File: config.mk
export PLATFORM = sky130hd
export DESIGN_NAME = uart_transmitter_flat
export DESIGN_NICKNAME = d
export VERILOG_FILES = /design/src/rtl/uart_transmitter_if.sv /design/src/rtl/uart_transmitter.sv /design/src/flat_wrapper.sv
export SDC_FILE = /design/constraint.sdc
export NUM_CORES = 1
export LEC_CHECK = 0
export BUFFER_PORTS_ARGS = -buffer_cell sky130_fd_sc_hd__buf_2
export CAP_MARGIN = 20
export CORE_UTILIZATION = 49
export CTS_CLUSTER_SIZE = 8
export DETAILED_ROUTE_END_ITERATION = 12
export PLACE_DENSITY_LB_ADDON = 0.25
export SETUP_SLACK_MARGIN = 0.3
export SLEW_MARGIN = 20
export SYNTH_ARGS = -nofsm -noshare
export SYNTH_HDL_FRONTEND = slang
export SYNTH_SLANG_ARGS = --single-unit
File: constraint.sdc
create_clock -name i_clock -period 3.2 [get_ports i_clock]
set_input_delay 0.32 -clock i_clock [delete_from_list [all_inputs] [get_ports i_clock]]
set_output_delay 0.32 -clock i_clock [all_outputs]
set_load 0.02 [all_outputs]
File: src/rtl/uart_transmitter_if.sv
// UART transmitter bus interface.
// Bundles the transmit request/data and the serial line/status signals.
//   i_tick      16x-baud oversampling enable, one clock wide
//   i_tx_start  request to send i_tx_data
//   i_tx_data   frame payload, sent LSB first
//   o_tx        serial line, idle high
//   o_tx_busy   frame in progress
//   o_tx_done   one-cycle pulse at frame completion
// master: the side issuing requests; slave: the transmitter.
interface uart_transmitter_if #(
    parameter int NB_DATA = 8
);
    logic               i_tick;
    logic               i_tx_start;
    logic [NB_DATA-1:0] i_tx_data;
    logic               o_tx;
    logic               o_tx_busy;
    logic               o_tx_done;

    modport master (
        output i_tick, i_tx_start, i_tx_data,
        input  o_tx, o_tx_busy, o_tx_done
    );

    modport slave (
        input  i_tick, i_tx_start, i_tx_data,
        output o_tx, o_tx_busy, o_tx_done
    );
endinterface

File: src/rtl/uart_transmitter.sv
// UART transmitter: start bit, NB_DATA data bits LSB first, optional parity
// bit, and SB_TICK/16 stop bits, paced by a 16x-baud tick enable.
// Ports:
//   i_clock  system clock, rising edge
//   i_reset  asynchronous active-low reset
//   bus      uart_transmitter_if.slave (tick, start, data in; tx, busy, done out)
//
// state     | meaning
// ----------+----------------------------------------------
// ST_IDLE   | line high, waiting for i_tx_start
// ST_START  | start bit (low) for 16 ticks
// ST_DATA   | data bits, LSB of shift register, 16 ticks each
// ST_PARITY | parity bit for 16 ticks (only when PARITY != 0)
// ST_STOP   | stop bit(s), line high for SB_TICK ticks
module uart_transmitter #(
    parameter int NB_DATA = 8,
    parameter int SB_TICK = 16,
    parameter int PARITY  = 0
) (
    input  logic                i_clock,
    input  logic                i_reset,
    uart_transmitter_if.slave   bus
);

    localparam int IDX_W  = $clog2(NB_DATA);
    localparam int STOP_W = $clog2(SB_TICK) + 1;
    localparam logic [IDX_W-1:0]  LAST_IDX  = IDX_W'(NB_DATA - 1);
    localparam logic [STOP_W-1:0] STOP_LAST = STOP_W'(SB_TICK - 1);

    typedef enum logic [4:0] {
        ST_IDLE   = 5'b00001,
        ST_START  = 5'b00010,
        ST_DATA   = 5'b00100,
        ST_PARITY = 5'b01000,
        ST_STOP   = 5'b10000
    } state_t;

    state_t             state_q, state_d;
    logic [3:0]         tick_q, tick_d;
    logic [STOP_W-1:0]  stop_q, stop_d;
    logic [IDX_W-1:0]   idx_q, idx_d;
    logic [NB_DATA-1:0] shreg_q, shreg_d;
    logic               par_q, par_d;
    logic               tx_q, tx_d;
    logic               busy_q, busy_d;
    logic               done_q, done_d;
    logic               bit_end;

    // A bit period closes on the tick that sees the counter at 15.
    assign bit_end = bus.i_tick && (tick_q == 4'd15);

    always_comb begin
        state_d = state_q;
        tick_d  = tick_q;
        stop_d  = stop_q;
        idx_d   = idx_q;
        shreg_d = shreg_q;
        par_d   = par_q;
        done_d  = 1'b0;

        case (state_q)
            ST_IDLE: begin
                if (bus.i_tx_start) begin
                    shreg_d = bus.i_tx_data;
                    // Parity is taken at acceptance since the shift register is consumed.
                    par_d   = (PARITY == 2) ? ~^bus.i_tx_data : ^bus.i_tx_data;
                    tick_d  = 4'd0;
                    idx_d   = '0;
                    stop_d  = '0;
                    state_d = ST_START;
                end
            end
            ST_START: begin
                if (bus.i_tick) begin
                    tick_d = tick_q + 4'd1;
                    if (bit_end) begin
                        state_d = ST_DATA;
                    end
                end
            end
            ST_DATA: begin
                if (bus.i_tick) begin
                    tick_d = tick_q + 4'd1;
                    if (bit_end) begin
                        shreg_d = shreg_q >> 1;
                        if (idx_q == LAST_IDX) begin
                            idx_d   = '0;
                            state_d = (PARITY != 0) ? ST_PARITY : ST_STOP;
                        end else begin
                            idx_d = idx_q + 1'b1;
                        end
                    end
                end
            end
            ST_PARITY: begin
                if (bus.i_tick) begin
                    tick_d = tick_q + 4'd1;
                    if (bit_end) begin
                        state_d = ST_STOP;
                    end
                end
            end
            ST_STOP: begin
                if (bus.i_tick) begin
                    if (stop_q == STOP_LAST) begin
                        stop_d  = '0;
                        state_d = ST_IDLE;
                        done_d  = 1'b1;
                    end else begin
                        stop_d = stop_q + 1'b1;
                    end
                end
            end
            default: begin
                state_d = ST_IDLE;
                tick_d  = 4'd0;
                stop_d  = '0;
                idx_d   = '0;
            end
        endcase
    end

    // Line level is derived from the next state so o_tx can be registered
    // without adding a cycle of latency.
    always_comb begin
        tx_d = 1'b1;
        case (state_d)
            ST_START:  tx_d = 1'b0;
            ST_DATA:   tx_d = shreg_d[0];
            ST_PARITY: tx_d = par_d;
            default:   tx_d = 1'b1;
        endcase
        busy_d = (state_d != ST_IDLE);
    end

    always_ff @(posedge i_clock or negedge i_reset) begin
        if (!i_reset) begin
            state_q <= ST_IDLE;
            tick_q  <= 4'd0;
            stop_q  <= '0;
            idx_q   <= '0;
            shreg_q <= '0;
            par_q   <= 1'b0;
            tx_q    <= 1'b1;
            busy_q  <= 1'b0;
            done_q  <= 1'b0;
        end else begin
            state_q <= state_d;
            tick_q  <= tick_d;
            stop_q  <= stop_d;
            idx_q   <= idx_d;
            shreg_q <= shreg_d;
            par_q   <= par_d;
            tx_q    <= tx_d;
            busy_q  <= busy_d;
            done_q  <= done_d;
        end
    end

    assign bus.o_tx      = tx_q;
    assign bus.o_tx_busy = busy_q;
    assign bus.o_tx_done = done_q;

endmodule

File: src/flat_wrapper.sv
// flat-port wrapper written by rule: the top's interface ports become plain ports
module uart_transmitter_flat 
#(
    parameter int NB_DATA = 8,
    parameter int SB_TICK = 16,
    parameter int PARITY  = 0
)
  (i_clock, i_reset, bus_i_tick, bus_i_tx_start, bus_i_tx_data, bus_o_tx, bus_o_tx_busy, bus_o_tx_done);
  uart_transmitter_if #(.NB_DATA(NB_DATA)) bus_i ();
  input  logic i_clock;
  input  logic i_reset;
  input wire logic [$bits(bus_i.i_tick)-1:0] bus_i_tick;
  input wire logic [$bits(bus_i.i_tx_start)-1:0] bus_i_tx_start;
  input wire logic [$bits(bus_i.i_tx_data)-1:0] bus_i_tx_data;
  output wire logic [$bits(bus_i.o_tx)-1:0] bus_o_tx;
  output wire logic [$bits(bus_i.o_tx_busy)-1:0] bus_o_tx_busy;
  output wire logic [$bits(bus_i.o_tx_done)-1:0] bus_o_tx_done;
  assign bus_i.i_tick = bus_i_tick;
  assign bus_i.i_tx_start = bus_i_tx_start;
  assign bus_i.i_tx_data = bus_i_tx_data;
  assign bus_o_tx = bus_i.o_tx;
  assign bus_o_tx_busy = bus_i.o_tx_busy;
  assign bus_o_tx_done = bus_i.o_tx_done;
  uart_transmitter #(.NB_DATA(NB_DATA), .SB_TICK(SB_TICK), .PARITY(PARITY)) u_core (.i_clock(i_clock), .i_reset(i_reset), .bus(bus_i));
endmodule
==> flow_summary.ini <==
[pwr]
p_sw_mw = 0.417
p_leak_nw = 0.834
pwr-share-comb = 0.282
ir_drop_uv = 515
seqPwrFrac = 0.417
p_int_mw = 0.841
clock_power_share = 0.301
p_per_area_nw_per_um2 = 708
p_sw_frac = 0.332

[placed_design]
dp.cells = 212
place_ws_ns = 1.34
port_buffers = 14
place_hpwl_microns = 2270
gp_congestion = 0.854

[synthesis]
async_flop_share = 1.00
synth_seq_cells = 29
yosysWarnings = 0
synth_edf_count = 0
synth.most_common_cell = dfrtp_1
ys_top_cells_by_count = 27 x dfrtp_1, 17 x nand2_1, 10 x nor2_1, 7 x o21ai_0, 7 x xnor2_1
netlist_top_cells_area = dfrtp_1 42%, nand2_1 4.0%, xnor2_1 3.8%
syn-num-nets = 177
ys.flop_type = dfrtp_1
yosysTopAreaCellShare = 0.421
yosys.cell_types.count = 40
syn_area_per_cell_sq_um = 9.97
synth_cells = 161
netlist_area_sq_um = 1610
synth_seq_area_share = 0.454
yosysTopAreaCell = dfrtp_1

[clock_network]
cts.path.max_buffers = 2
cts_tree = yes
cts_made_buffers = 5
cts_setup_buffers = 0
root_buffer = clkbuf_4
clkSinkCount = 29
clk_latency_ns = 0.34
clk_pin_slew_ns = 0.11
ctsResizeCount = 0
h-tree-depth = 2
holdBufCountCts = 0

[detailed_routing]
drcViolationCount = 0
drtIter0Drc = 59
drt-pass1-iter-count = 4
via_per_inst = 5.73
vias = 1260
ant_nets = 0
wl_per_cell_microns = 14.1
routed_wl_microns = 3100

[floorplanning]
die_h_microns = 59.2
die_area_sq_um = 3510
coreArea_sq_um = 3080
std_cell_rows = 20
initial_core_util = 0.522
die_x_microns = 59.2
ios = 15

[status]
status = finished, violations left
violations = hold timing

[grt]
grt_pass1_vias = 1280
antenna_found_initial = 0
grt_max_degree = 30
grt_pass1_wl_microns = 5450
track_usage = 0.216
grt.overflow.total = 0

[min_path]
hold_class = input port to async pin

[critical_path]
crit_family = compound AO/OA/AOI/OAI gates
slowest_delay_ns = 0.52
crit_path_end_kind = register
cp_max_fo = 12
cp.required_ns = 3.47
crit_type = register to register
startpoint_type = register
cp.arrival_ns = 2.16
path_depth = 5
r2r_setup_slack_ns = 1.31
reg2regPathDepth = 5
crit_slowest_cell = o311ai_4
path_buf_inv = 0
worstPathCellList = nor2b_1, o311ai_4, o21ai_1, o221ai_1, o211a_1

[timing]
finalCritPeriodShare = 0.591
final.min_clock_period_ns = 1.89
slew_headroom = 0.575
fin_ws_ns = 1.31
rsz0062_at_grt = false
tns_ns = 0
max_freq_ghz = 0.529
drv_slew = 0
worst_clock_skew_ns = 0.0134
setup_violations = 0
finalHoldViolCount = 16
worst_pin_slew_ns = 0.637
hold_slack_ns = -0.0117

[finish]
fin_nets = 191
syn_to_final_growth_pct = 10.7
layout-drive-gt1-share = 0.193
antenna_cells = 0
final_cells = 220

[run]
drv_cap = 0
==> power by group through the flow <==
stage               clock, mW  sequential, mW  combinational (mW)
finish                  0.379           0.524               0.355
global route            0.400           0.534               0.398
CTS                     0.382           0.523               0.357
detailed placement          0           0.527               0.358
global placement            0           0.524               0.343
floorplan                   0           0.505               0.304
==> metrics by stage <==
stage / power (mW) / util / cell area (sq um)
after global placement: 0.868 / 0.544 / 1670
after global routing: 1.33 / 0.577 / 1780
final: 1.26 / 0.577 / 1780
after detailed placement: 0.885 / 0.544 / 1670
after CTS: 1.26 / 0.577 / 1780
after floorplan: 0.809 / - / 1610
==> worst paths after layout <==
check	end	from
setup / recovery	u_core.bus.o_tx	u_core.state_q[2]
hold / removal	u_core.bus.o_tx_done	i_reset
setup reg to reg	u_core.bus.o_tx	u_core.state_q[2]
hold reg to reg	u_core.shreg_q[4]	u_core.shreg_q[4]
max in group asynchronous	u_core.par_q	i_reset
min in group i_clock	u_core.shreg_q[5]	bus_i_tx_data[5]
==> sequential cells by signal, indices dropped and copies added (netlist names) <==
register and count:
u_core.tick_q 4, u_core.stop_q 5, u_core.state_q 5, u_core.shreg_q 8, u_core.bus.o_tx_done 1, u_core.bus.o_tx 1, u_core.bus.o_tx_busy 1, u_core.par_q 1
u_core.idx_q 3
==> cell usage in the layout, fill, tap and decap left out, drive strengths merged, types with 3 or more instances in the layout <==
cell type | netlist | layout
nor2 | 14 | 14
ha | 4 | 4
a31oi | 4 | 4
nor3 | 3 | 3
clkbuf | 0 | 5
buf | 7 | 14
dfrtp | 27 | 27
nand2b | 5 | 5
a21oi | 5 | 5
a22oi | 6 | 6
a22o | 5 | 5
nand2 | 17 | 17
nand3 | 5 | 5
nor2b | 6 | 6
and3 | 3 | 3
o31ai | 4 | 4
inv | 5 | 5
o21ai | 13 | 13
xnor2 | 7 | 7
==> cells by family after synthesis <==
| group | count (synthesis) | synth area share |
|---|---|---|
| AOI/OAI and AO/OA | 49 | 0.224 |
| xor gates and xnor gates | 7 | 0.0382 |
| and+or+nand+nor | 60 | 0.207 |
| adders and majority gates | 4 | 0.0312 |
| buffers and inverters | 12 | 0.0468 |
| DFF | 29 | 0.454 |
==> final cells by class <==
class                   count  area [sq um]
fillers                   282          1300
multi-input cells         120           802
flip-flops and latches     29           728
repair buffers             14          70.1
clock inverters             3          65.1
well taps                  44          55.1
clock buffers               5          37.5
inverters                   5          18.8
==> worst register-to-register path, delay by kind of cell (launching register included) <==
kind	cells	cell delay, ns
AO/OA/AOI/OAI	4	1.14
AND/OR/NAND/NOR	1	0.21
flip-flops	1	0.49
==> per-layer routing <==
metal / wire length, microns / global-route usage / part of all wire
met5: 0 / 0 / 0
met4: 59 / 0.122 / 0.019
met3: 120 / 0.0611 / 0.039
met2: 1560 / 0.371 / 0.50
met1: 1360 / 0.237 / 0.44
Note: power is estimated with default switching activity, not from simulation.
